### src/rtl/bitonic_sorter_input_packer_pkg.sv
// rtl/bitonic_sorter_input_packer_pkg.sv - shared defaults for the bitonic sorter input packer
package bitonic_sorter_input_packer_pkg;

    localparam int DEFAULT_WAY_W   = 4;
    localparam int DEFAULT_NUM_WAY = 16;

    function automatic int cnt_width(input int num_way);
        return $clog2(num_way) + 1;
    endfunction

endpackage

### src/rtl/bitonic_sorter_input_packer_batch_register.sv
// rtl/bitonic_sorter_input_packer_batch_register.sv - valid/ready holding register for one packed batch
module sorter_batch_register #(
    parameter int DATA_W = 64,
    parameter int CNT_W  = 5
) (
    input  logic              clk_in,
    input  logic              reset_in,
    input  logic              load_valid_in,
    input  logic [DATA_W-1:0] load_data_in,
    input  logic [CNT_W-1:0]  load_count_in,
    output logic              load_ready_out,
    output logic              valid_out,
    output logic [DATA_W-1:0] data_out,
    output logic [CNT_W-1:0]  count_out,
    input  logic              ready_in
);

    logic              valid_q, valid_d;
    logic [DATA_W-1:0] data_q, data_d;
    logic [CNT_W-1:0]  count_q, count_d;
    logic              load;

    assign load_ready_out = !valid_q || ready_in;
    assign load           = load_valid_in && load_ready_out;

    always_comb begin
        valid_d = valid_q;
        data_d  = data_q;
        count_d = count_q;
        if (load) begin
            valid_d = 1'b1;
            data_d  = load_data_in;
            count_d = load_count_in;
        end else if (ready_in) begin
            // data/count keep their last value; only valid drops
            valid_d = 1'b0;
        end
    end

    always_ff @(posedge clk_in or negedge reset_in) begin
        if (!reset_in) begin
            valid_q <= 1'b0;
            data_q  <= '0;
            count_q <= '0;
        end else begin
            valid_q <= valid_d;
            data_q  <= data_d;
            count_q <= count_d;
        end
    end

    assign valid_out = valid_q;
    assign data_out  = data_q;
    assign count_out = count_q;

endmodule

### src/rtl/bitonic_sorter_input_packer.sv
// rtl/bitonic_sorter_input_packer.sv - packs a serial key stream into padded NUM_WAY-wide batches
module bitonic_sorter_input_packer
    import bitonic_sorter_input_packer_pkg::*;
#(
    parameter int SINGLE_WAY_WIDTH_IN_BITS = DEFAULT_WAY_W,
    parameter int NUM_WAY                  = DEFAULT_NUM_WAY,
    parameter logic [SINGLE_WAY_WIDTH_IN_BITS-1:0] PAD_VALUE = {SINGLE_WAY_WIDTH_IN_BITS{1'b1}},
    parameter int CNT_W                    = cnt_width(NUM_WAY)
) (
    input  logic                                        clk_in,
    input  logic                                        reset_in,
    input  logic [SINGLE_WAY_WIDTH_IN_BITS-1:0]         data_in,
    input  logic                                        data_valid_in,
    output logic                                        data_ready_out,
    input  logic                                        flush_in,
    output logic [SINGLE_WAY_WIDTH_IN_BITS*NUM_WAY-1:0] packed_flatted_out,
    output logic                                        packed_valid_out,
    input  logic                                        packed_ready_in,
    output logic [CNT_W-1:0]                            packed_count_out
);

    localparam int W     = SINGLE_WAY_WIDTH_IN_BITS;
    localparam int IDX_W = $clog2(NUM_WAY);
    localparam logic [CNT_W-1:0] FULL_CNT = CNT_W'(NUM_WAY);

    logic [NUM_WAY-1:0][W-1:0] fill_buf_q, fill_buf_d, buf_next;
    logic [CNT_W-1:0]          fill_cnt_q, fill_cnt_d;
    logic                      closed_q, closed_d;

    logic                      reg_free;
    logic                      accept;
    logic                      xfer_pending;
    logic                      close_now;
    logic [CNT_W-1:0]          base_cnt, cnt_next;
    logic                      load_valid;
    logic [W*NUM_WAY-1:0]      load_data;
    logic [CNT_W-1:0]          load_count;

    assign data_ready_out = reset_in && (!closed_q || reg_free);
    assign accept         = data_valid_in && data_ready_out;

    always_comb begin
        xfer_pending = closed_q && reg_free;
        // a pending batch leaving this edge frees the fill buffer for a key at way 0
        base_cnt     = xfer_pending ? '0 : fill_cnt_q;
        cnt_next     = base_cnt + CNT_W'(accept);
        buf_next     = fill_buf_q;
        if (accept) begin
            buf_next[base_cnt[IDX_W-1:0]] = data_in;
        end
        close_now = !closed_q && ((cnt_next == FULL_CNT) || (flush_in && (cnt_next != '0)));
        if (close_now) begin
            for (int i = 0; i < NUM_WAY; i++) begin
                if (CNT_W'(i) >= cnt_next) begin
                    buf_next[i] = PAD_VALUE;
                end
            end
        end

        // closing into a free register bypasses the closed state for zero-bubble streaming
        load_valid = xfer_pending || (close_now && reg_free);
        load_data  = xfer_pending ? fill_buf_q : buf_next;
        load_count = xfer_pending ? fill_cnt_q : cnt_next;

        fill_buf_d = buf_next;
        fill_cnt_d = cnt_next;
        closed_d   = closed_q;
        if (xfer_pending) begin
            closed_d = 1'b0;
        end else if (close_now && reg_free) begin
            fill_cnt_d = '0;
        end else if (close_now) begin
            closed_d = 1'b1;
        end
    end

    always_ff @(posedge clk_in or negedge reset_in) begin
        if (!reset_in) begin
            fill_buf_q <= '0;
            fill_cnt_q <= '0;
            closed_q   <= 1'b0;
        end else begin
            fill_buf_q <= fill_buf_d;
            fill_cnt_q <= fill_cnt_d;
            closed_q   <= closed_d;
        end
    end

    sorter_batch_register #(
        .DATA_W (W * NUM_WAY),
        .CNT_W  (CNT_W)
    ) u_out_reg (
        .clk_in         (clk_in),
        .reset_in       (reset_in),
        .load_valid_in  (load_valid),
        .load_data_in   (load_data),
        .load_count_in  (load_count),
        .load_ready_out (reg_free),
        .valid_out      (packed_valid_out),
        .data_out       (packed_flatted_out),
        .count_out      (packed_count_out),
        .ready_in       (packed_ready_in)
    );

endmodule
### config.mk
export PLATFORM = sky130hd
export DESIGN_NAME = bitonic_sorter_input_packer
export DESIGN_NICKNAME = d
export VERILOG_FILES = /design/src/rtl/bitonic_sorter_input_packer_pkg.sv /design/src/rtl/bitonic_sorter_input_packer_batch_register.sv /design/src/rtl/bitonic_sorter_input_packer.sv
export SDC_FILE = /design/constraint.sdc
export NUM_CORES = 1
export LEC_CHECK = 0
export BUFFER_PORTS_ARGS = -buffer_cell sky130_fd_sc_hd__buf_4
export CELL_PAD_IN_SITES_DETAIL_PLACEMENT = 0
export CELL_PAD_IN_SITES_GLOBAL_PLACEMENT = 1
export CORE_MARGIN = 5
export CORE_UTILIZATION = 46
export CTS_CLUSTER_SIZE = 20
export DETAILED_ROUTE_END_ITERATION = 8
export GPL_TIMING_DRIVEN = 1
export PLACE_DENSITY = 0.84
export SLEW_MARGIN = 20
export SYNTH_ARGS = -nofsm -noshare
export SYNTH_HDL_FRONTEND = slang
export SYNTH_SLANG_ARGS = --single-unit
### constraint.sdc
create_clock -name clk_in -period 4.3 [get_ports clk_in]
set_input_delay 0.215 -clock clk_in [delete_from_list [all_inputs] [get_ports clk_in]]
set_output_delay 0.215 -clock clk_in [all_outputs]
set_load 0.05 [all_outputs]
After elaboration in Yosys (flattened, before gate mapping) --
Index checks and enable logic that the tools add are counted.
Cells by class: add/sub/neg operators 1, $mul 0, div/mod/pow operators 0, order comparisons 18, equal/unequal tests 2, shift operators 0, multiplexer cells 31, bitwise operators 0, reduce and logical (&&, ||, !) cells 18
Operators with widths (number):
- 64-bit 2-to-1 mux | 3
- 4-bit 2-to-1 mux | 17
- 64-bit bitwise mux | 1
- 4-bit by 5-bit greater-or-equal comparator with 1-bit output, first input constant | 8
- 3-bit by 5-bit greater-or-equal comparator with 1-bit output, first input constant | 4
- 5-bit 2-to-1 mux | 4
- 4-bit demux with 4-bit select | 1
- 1-bit by 5-bit greater-or-equal comparator with 1-bit output, first input constant | 2
- 2-bit by 5-bit greater-or-equal comparator with 1-bit output, first input constant | 2
- 1-bit logical AND | 8
- 5-bit by 1-bit adder with 5-bit output | 1
- 5-bit equality test, second input constant | 1
- 4-bit by 5-bit < comparator with 1-bit output, second input constant | 1
- 1-bit 2-to-1 mux | 5
- 5-bit nonzero test | 1
- 4-bit by 1-bit greater-or-equal comparator with 1-bit output, second input constant | 1
- 1-bit logical OR | 4
- 2-bit nonzero test | 2
- 1-bit logical NOT | 2
- 2-bit != test, second input constant | 1
- 2-bit AND reduction | 1
Storage, ports and cells: flip-flop bits (word level) 140, latch bits 0, bits in writable memories 0, ROM bits 0, bits of input ports 9, output and inout port bits 71, logic and storage cells 91, memories 0

Depth between registers and ports, before layout --
depth in word-level cells 14, depth in mapped cells 14, mapped depth without buffers 11

Modules after synthesis --
From an unflattened synthesis, not the netlist that was laid out.
Unflattened totals: cells, all modules 526, area, all modules 6259.8 um^2
By module, submodules not included:
- bitonic_sorter_input_packer | times used 1, cells an instance 377, area an instance 3614.7 um^2
- sorter_batch_register | times used 1, cells an instance 149, area an instance 2645.0 um^2

Worst setup path after synthesis --
No wires, ideal clock.
path type register -> register, from reg u_out_reg.valid_q (netlist: u_out_reg.valid_out), to reg u_out_reg.data_q[10] (netlist: u_out_reg.data_out[10]), data arrival time 3.219 ns, data required time 4.174 ns, setup slack 0.955 ns, cell stages (with the launch flop) 15, path buffers 4, path through dfrtp_1 nor2b_1 buf_2 a21oi_1 ha_1 ha_1 buf_4 and4_1 or2_1 or3_4 nor2_2 o31ai_2 buf_6 buf_2 a221o_1
Between the ends: word-level cells in the longest chain between the ends 13, elaborated cells between the ends (all ways) 27, classes of those cells add/sub (1); order compare (3); eq/ne (1); mux (8); reduce/logical (14)
Ends and longest elaborated chain:
- from (decl) | RTL line bitonic_sorter_input_packer_batch_register.sv:18 | logic valid_q, valid_d;
- from (signal assigned) | RTL line bitonic_sorter_input_packer_batch_register.sv:46 | valid_q <= valid_d;
- 1-bit logical NOT (*) | RTL line bitonic_sorter_input_packer_batch_register.sv:23 | assign load_ready_out = !valid_q || ready_in;
- 1-bit logical OR (*) | RTL line bitonic_sorter_input_packer_batch_register.sv:23
- 1-bit logical AND or 1-bit logical OR (tied branches) | RTL line bitonic_sorter_input_packer.sv:43, bitonic_sorter_input_packer.sv:39
- 5-bit 2-to-1 mux or 1-bit logical AND (tied branches) | RTL line bitonic_sorter_input_packer.sv:45, bitonic_sorter_input_packer.sv:39
- 4-bit by 5-bit < comparator with 1-bit output (not written as such) (tied with other cells) | RTL line bitonic_sorter_input_packer.sv:49 | buf_next[base_cnt[IDX_W-1:0]] = data_in;
- 1-bit logical AND (not written as such) or 5-bit by 1-bit adder with 5-bit output (tied branches) | RTL line bitonic_sorter_input_packer.sv:49, bitonic_sorter_input_packer.sv:46
- 4-bit 2-to-1 mux (not written as such) or 5-bit nonzero test (tied branches) | RTL line bitonic_sorter_input_packer.sv:49, bitonic_sorter_input_packer.sv:51
- 4-bit demux with 4-bit select or 1-bit logical AND (tied branches) | RTL line bitonic_sorter_input_packer.sv:49, bitonic_sorter_input_packer.sv:51
- 64-bit bitwise mux or 1-bit logical OR (tied branches) | RTL line bitonic_sorter_input_packer.sv:49, bitonic_sorter_input_packer.sv:51
- 64-bit 2-to-1 mux or 1-bit logical AND (tied branches) | RTL line bitonic_sorter_input_packer.sv:48, bitonic_sorter_input_packer.sv:51
- 4-bit 2-to-1 mux or 1-bit logical AND (tied branches) | RTL line bitonic_sorter_input_packer.sv:54, bitonic_sorter_input_packer.sv:61
- 64-bit 2-to-1 mux or 1-bit logical OR (tied branches) | RTL line bitonic_sorter_input_packer.sv:52, bitonic_sorter_input_packer.sv:61
- 64-bit 2-to-1 mux or 1-bit logical AND (tied branches) | RTL line bitonic_sorter_input_packer.sv:62, bitonic_sorter_input_packer_batch_register.sv:24
- to (signal assigned) | RTL line bitonic_sorter_input_packer_batch_register.sv:47 | data_q <= data_d;
- to (decl) | RTL line bitonic_sorter_input_packer_batch_register.sv:19 | logic [DATA_W-1:0] data_q, data_d;
Mark *: on every way between the ends. The rest lies on a longest branch, timed or not. A chain may end at the register's enable or synchronous reset.

Worst setup path in the final report --
from reg u_out_reg.valid_q (netlist: u_out_reg.valid_out), to reg u_out_reg.data_q[53] (netlist: u_out_reg.data_out[53])
The elaborated chain is that of the path after synthesis.

==> impl_metrics.json <==
{
  "core_area_um2": 13900,
  "fillers": 1214,
  "hp-class": "in2async",
  "synth.distinct_cells": 55,
  "antenna_found_initial": 0,
  "cp-end-kind": "register",
  "nNetsFinal": 643,
  "finalSetupViolations": 0,
  "drv_cap": 0,
  "post-cts-setup-buffers": 0,
  "cp.arrival_ns": 3.94,
  "placedCellCount": 793,
  "worst_pin_slew_ns": 0.935,
  "area_growth_pct": 19.4,
  "first_pass_iters": 5,
  "criticalPathCategory": "reg2reg",
  "outcome": "finished with violations",
  "synth-edff-count": 0,
  "most-common-layout-cells": "dfrtp_1, buf_4, and3_1, a221o_1, nand2_1",
  "grt_use_total": 0.223,
  "crit_fanout": 67,
  "p_leak_nw": 3.36,
  "maxSlewHeadroom": 0.377,
  "vias": 5056,
  "async_flop_share": 1.00,
  "seq_area_um2": 3500,
  "period_needed_ns": 3.58,
  "place.gp.congestion": 0.943,
  "ctsHtreeMaxLevel": 4,
  "die_h_um": 129,
  "drt_iter0_drc": 406,
  "post-route-period-util": 0.832,
  "cts_tree": "built",
  "p_total_mw": 6.85,
  "ant_nets": 0,
  "clock_skew_ns": 0.00766,
  "grt_pass1_wl_um": 28800,
  "drc": 0,
  "cp-start-kind": "register",
  "portBuffers": 79,
  "rows": 43,
  "fin_cells": 825,
  "hold_viol_final": 11,
  "hold_buffers": 0,
  "first_global_vias": 5162,
  "yosysWarnings": 0,
  "multi_input_area_um2": 2750,
  "avgSynthCellArea_um2": 11.4,
  "synth_area_um2": 6490,
  "cts_buffer_depth": 2,
  "ys_seq_area_frac": 0.540,
  "fmax_mhz": 280,
  "fin_tns_setup_ns": 0,
  "required_ns": 4.66,
  "hpwl_um": 10800,
  "clock_latency_ns": 0.43,
  "hold-worst-slack_ns": -0.0159,
  "ctsResizeCount": 0,
  "clock-root-buffer": "clkbuf_16",
  "grt_start_max_net_pins": 81,
  "max-vdd-ir-drop_mv": 0.460,
  "violations": "negative hold slack",
  "routed_via_density": 6.13,
  "overflow": 0,
  "syn_nets": 581,
  "slew_viol_final": 0,
  "wirelength_um": 17600,
  "wl_per_cell_um": 21.4,
  "drive_above_1_share": 0.212,
  "io_pins": 80,
  "ys.flop_type": "dfrtp_1",
  "path_clk_slew_ns": 0.06,
  "tritoncts.num_buffers": 17,
  "ys_ff_latch": 140,
  "die_area_um2": 16600,
  "final_common_cell": "dfrtp_1",
  "rsz0062_at_grt": "false",
  "n_antenna_cell": 0,
  "initial_core_util": 0.468,
  "power_density_nw_per_um2": 883,
  "syn_inst": 570,
  "fp.dieW_um": 129,
  "cts.sinks": 140
}
Yosys cell counts (2+ instances only):
cell	number	area (um^2)
nor2b_1	5	31.3
nor2_1	15	56.3
mux2i_1	57	571
dfrtp_1	140	3500
nand3b_1	3	22.5
clkbuf_1	23	86.3
o221ai_1	3	26.3
or3_4	2	22.5
buf_6	2	22.5
nor4_1	2	12.5
o21ai_0	10	50.1
a21boi_0	3	22.5
a31oi_1	5	31.3
o211ai_1	5	37.5
nand3_1	11	55.1
inv_1	5	18.8
buf_2	14	70.1
buf_8	3	45.0
a221o_1	66	661
a22oi_1	3	22.5
a22o_1	2	17.5
and2_1	4	25.0
buf_4	2	15.0
nand2b_1	3	18.8
and3_1	69	432
nor3_1	12	60.1
nor4_2	2	25.0
mux2_2	4	45.0
ha_1	2	25.0
nand2_1	64	240
o311ai_0	2	17.5
a21oi_1	4	20.0
critical path, stage by stage (launching register included):
cell and delay (ns):
dfrtp_1 0.39, nand2b_2 0.08, nand2_1 0.13, and2_1 0.19
ha_1 0.22, ha_1 0.30, nor2b_1 0.21, a31oi_1 0.21
nand3_1 0.32, or3_4 0.51, nand2_4 0.61, a221o_1 0.29
per-layer routing:
layer / up-vias / wire length (um) / global-route usage
met2: 180 / 8280 / 0.342
met4: 0 / 413 / 0.0791
met5: - / 0 / 0
met1: 2566 / 7890 / 0.309
li1: 2274 / - / -
met3: 36 / 1050 / 0.0565
sequential cells by signal (all words and copies together), names as in the netlist:
signal / count
u_out_reg.data_out: 64
closed_q: 1
fill_cnt_q: 5
u_out_reg.valid_out: 1
fill_buf_q: 64
u_out_reg.count_out: 5
where the power goes:
| part | leakage, nW | internal [mW] | switching [mW] |
|---|---|---|---|
| registers | 1.47 | 1.74 | 0.302 |
| clock network | 0.286 | 0.921 | 0.562 |
| logic | 1.60 | 1.10 | 2.21 |
| total | 3.36 | 3.77 | 3.08 |
cells by family after synthesis:
| family | after synthesis | synth area share |
|---|---|---|
| buffers and inverters | 50 | 0.0403 |
| AO/OA/AOI/OAI | 113 | 0.153 |
| flip-flops | 140 | 0.540 |
| XOR/XNOR | 2 | 0.00270 |
| adder cells (fa/ha/maj) | 2 | 0.00385 |
| AND/OR/NAND/NOR | 202 | 0.166 |
| multiplexers | 61 | 0.0948 |
metrics by stage:
step / util / area, um^2 / setup slack [ns]
finish: 0.558 / 7750 / 0.724
global route: 0.558 / 7750 / 0.509
CTS: 0.558 / 7740 / 0.721
detailed placement: 0.515 / 7150 / 0.725
global placement: 0.515 / 7150 / 0.763
floorplan: - / 6490 / 0.955
final timing paths:
path | from | to | slack, ns | cells past startpoint
setup / recovery | u_out_reg.valid_out | u_out_reg.data_out[53] | 0.72 | 11
hold / removal | reset_in | fill_buf_q[29] | -0.02 | 2
setup reg to reg | u_out_reg.valid_out | u_out_reg.data_out[53] | 0.72 | 11
hold reg to reg | u_out_reg.data_out[15] | u_out_reg.data_out[15] | 0.51 | 1
max in group asynchronous | reset_in | closed_q | 2.82 | 3
min in group clk_in | flush_in | u_out_reg.count_out[3] | 0.10 | 3
layout make-up:
| type | instances | area share |
|---|---|---|
| sequential | 140 | 0.452 |
| multi-input combinational | 380 | 0.354 |
| timing repair buffer | 88 | 0.0857 |
| clock buffer | 20 | 0.0576 |
| tap | 180 | 0.0291 |
| clock inverter | 12 | 0.0189 |
| inverter | 5 | 0.00242 |
No activity file was read; power rests on OpenSTA's default activity.
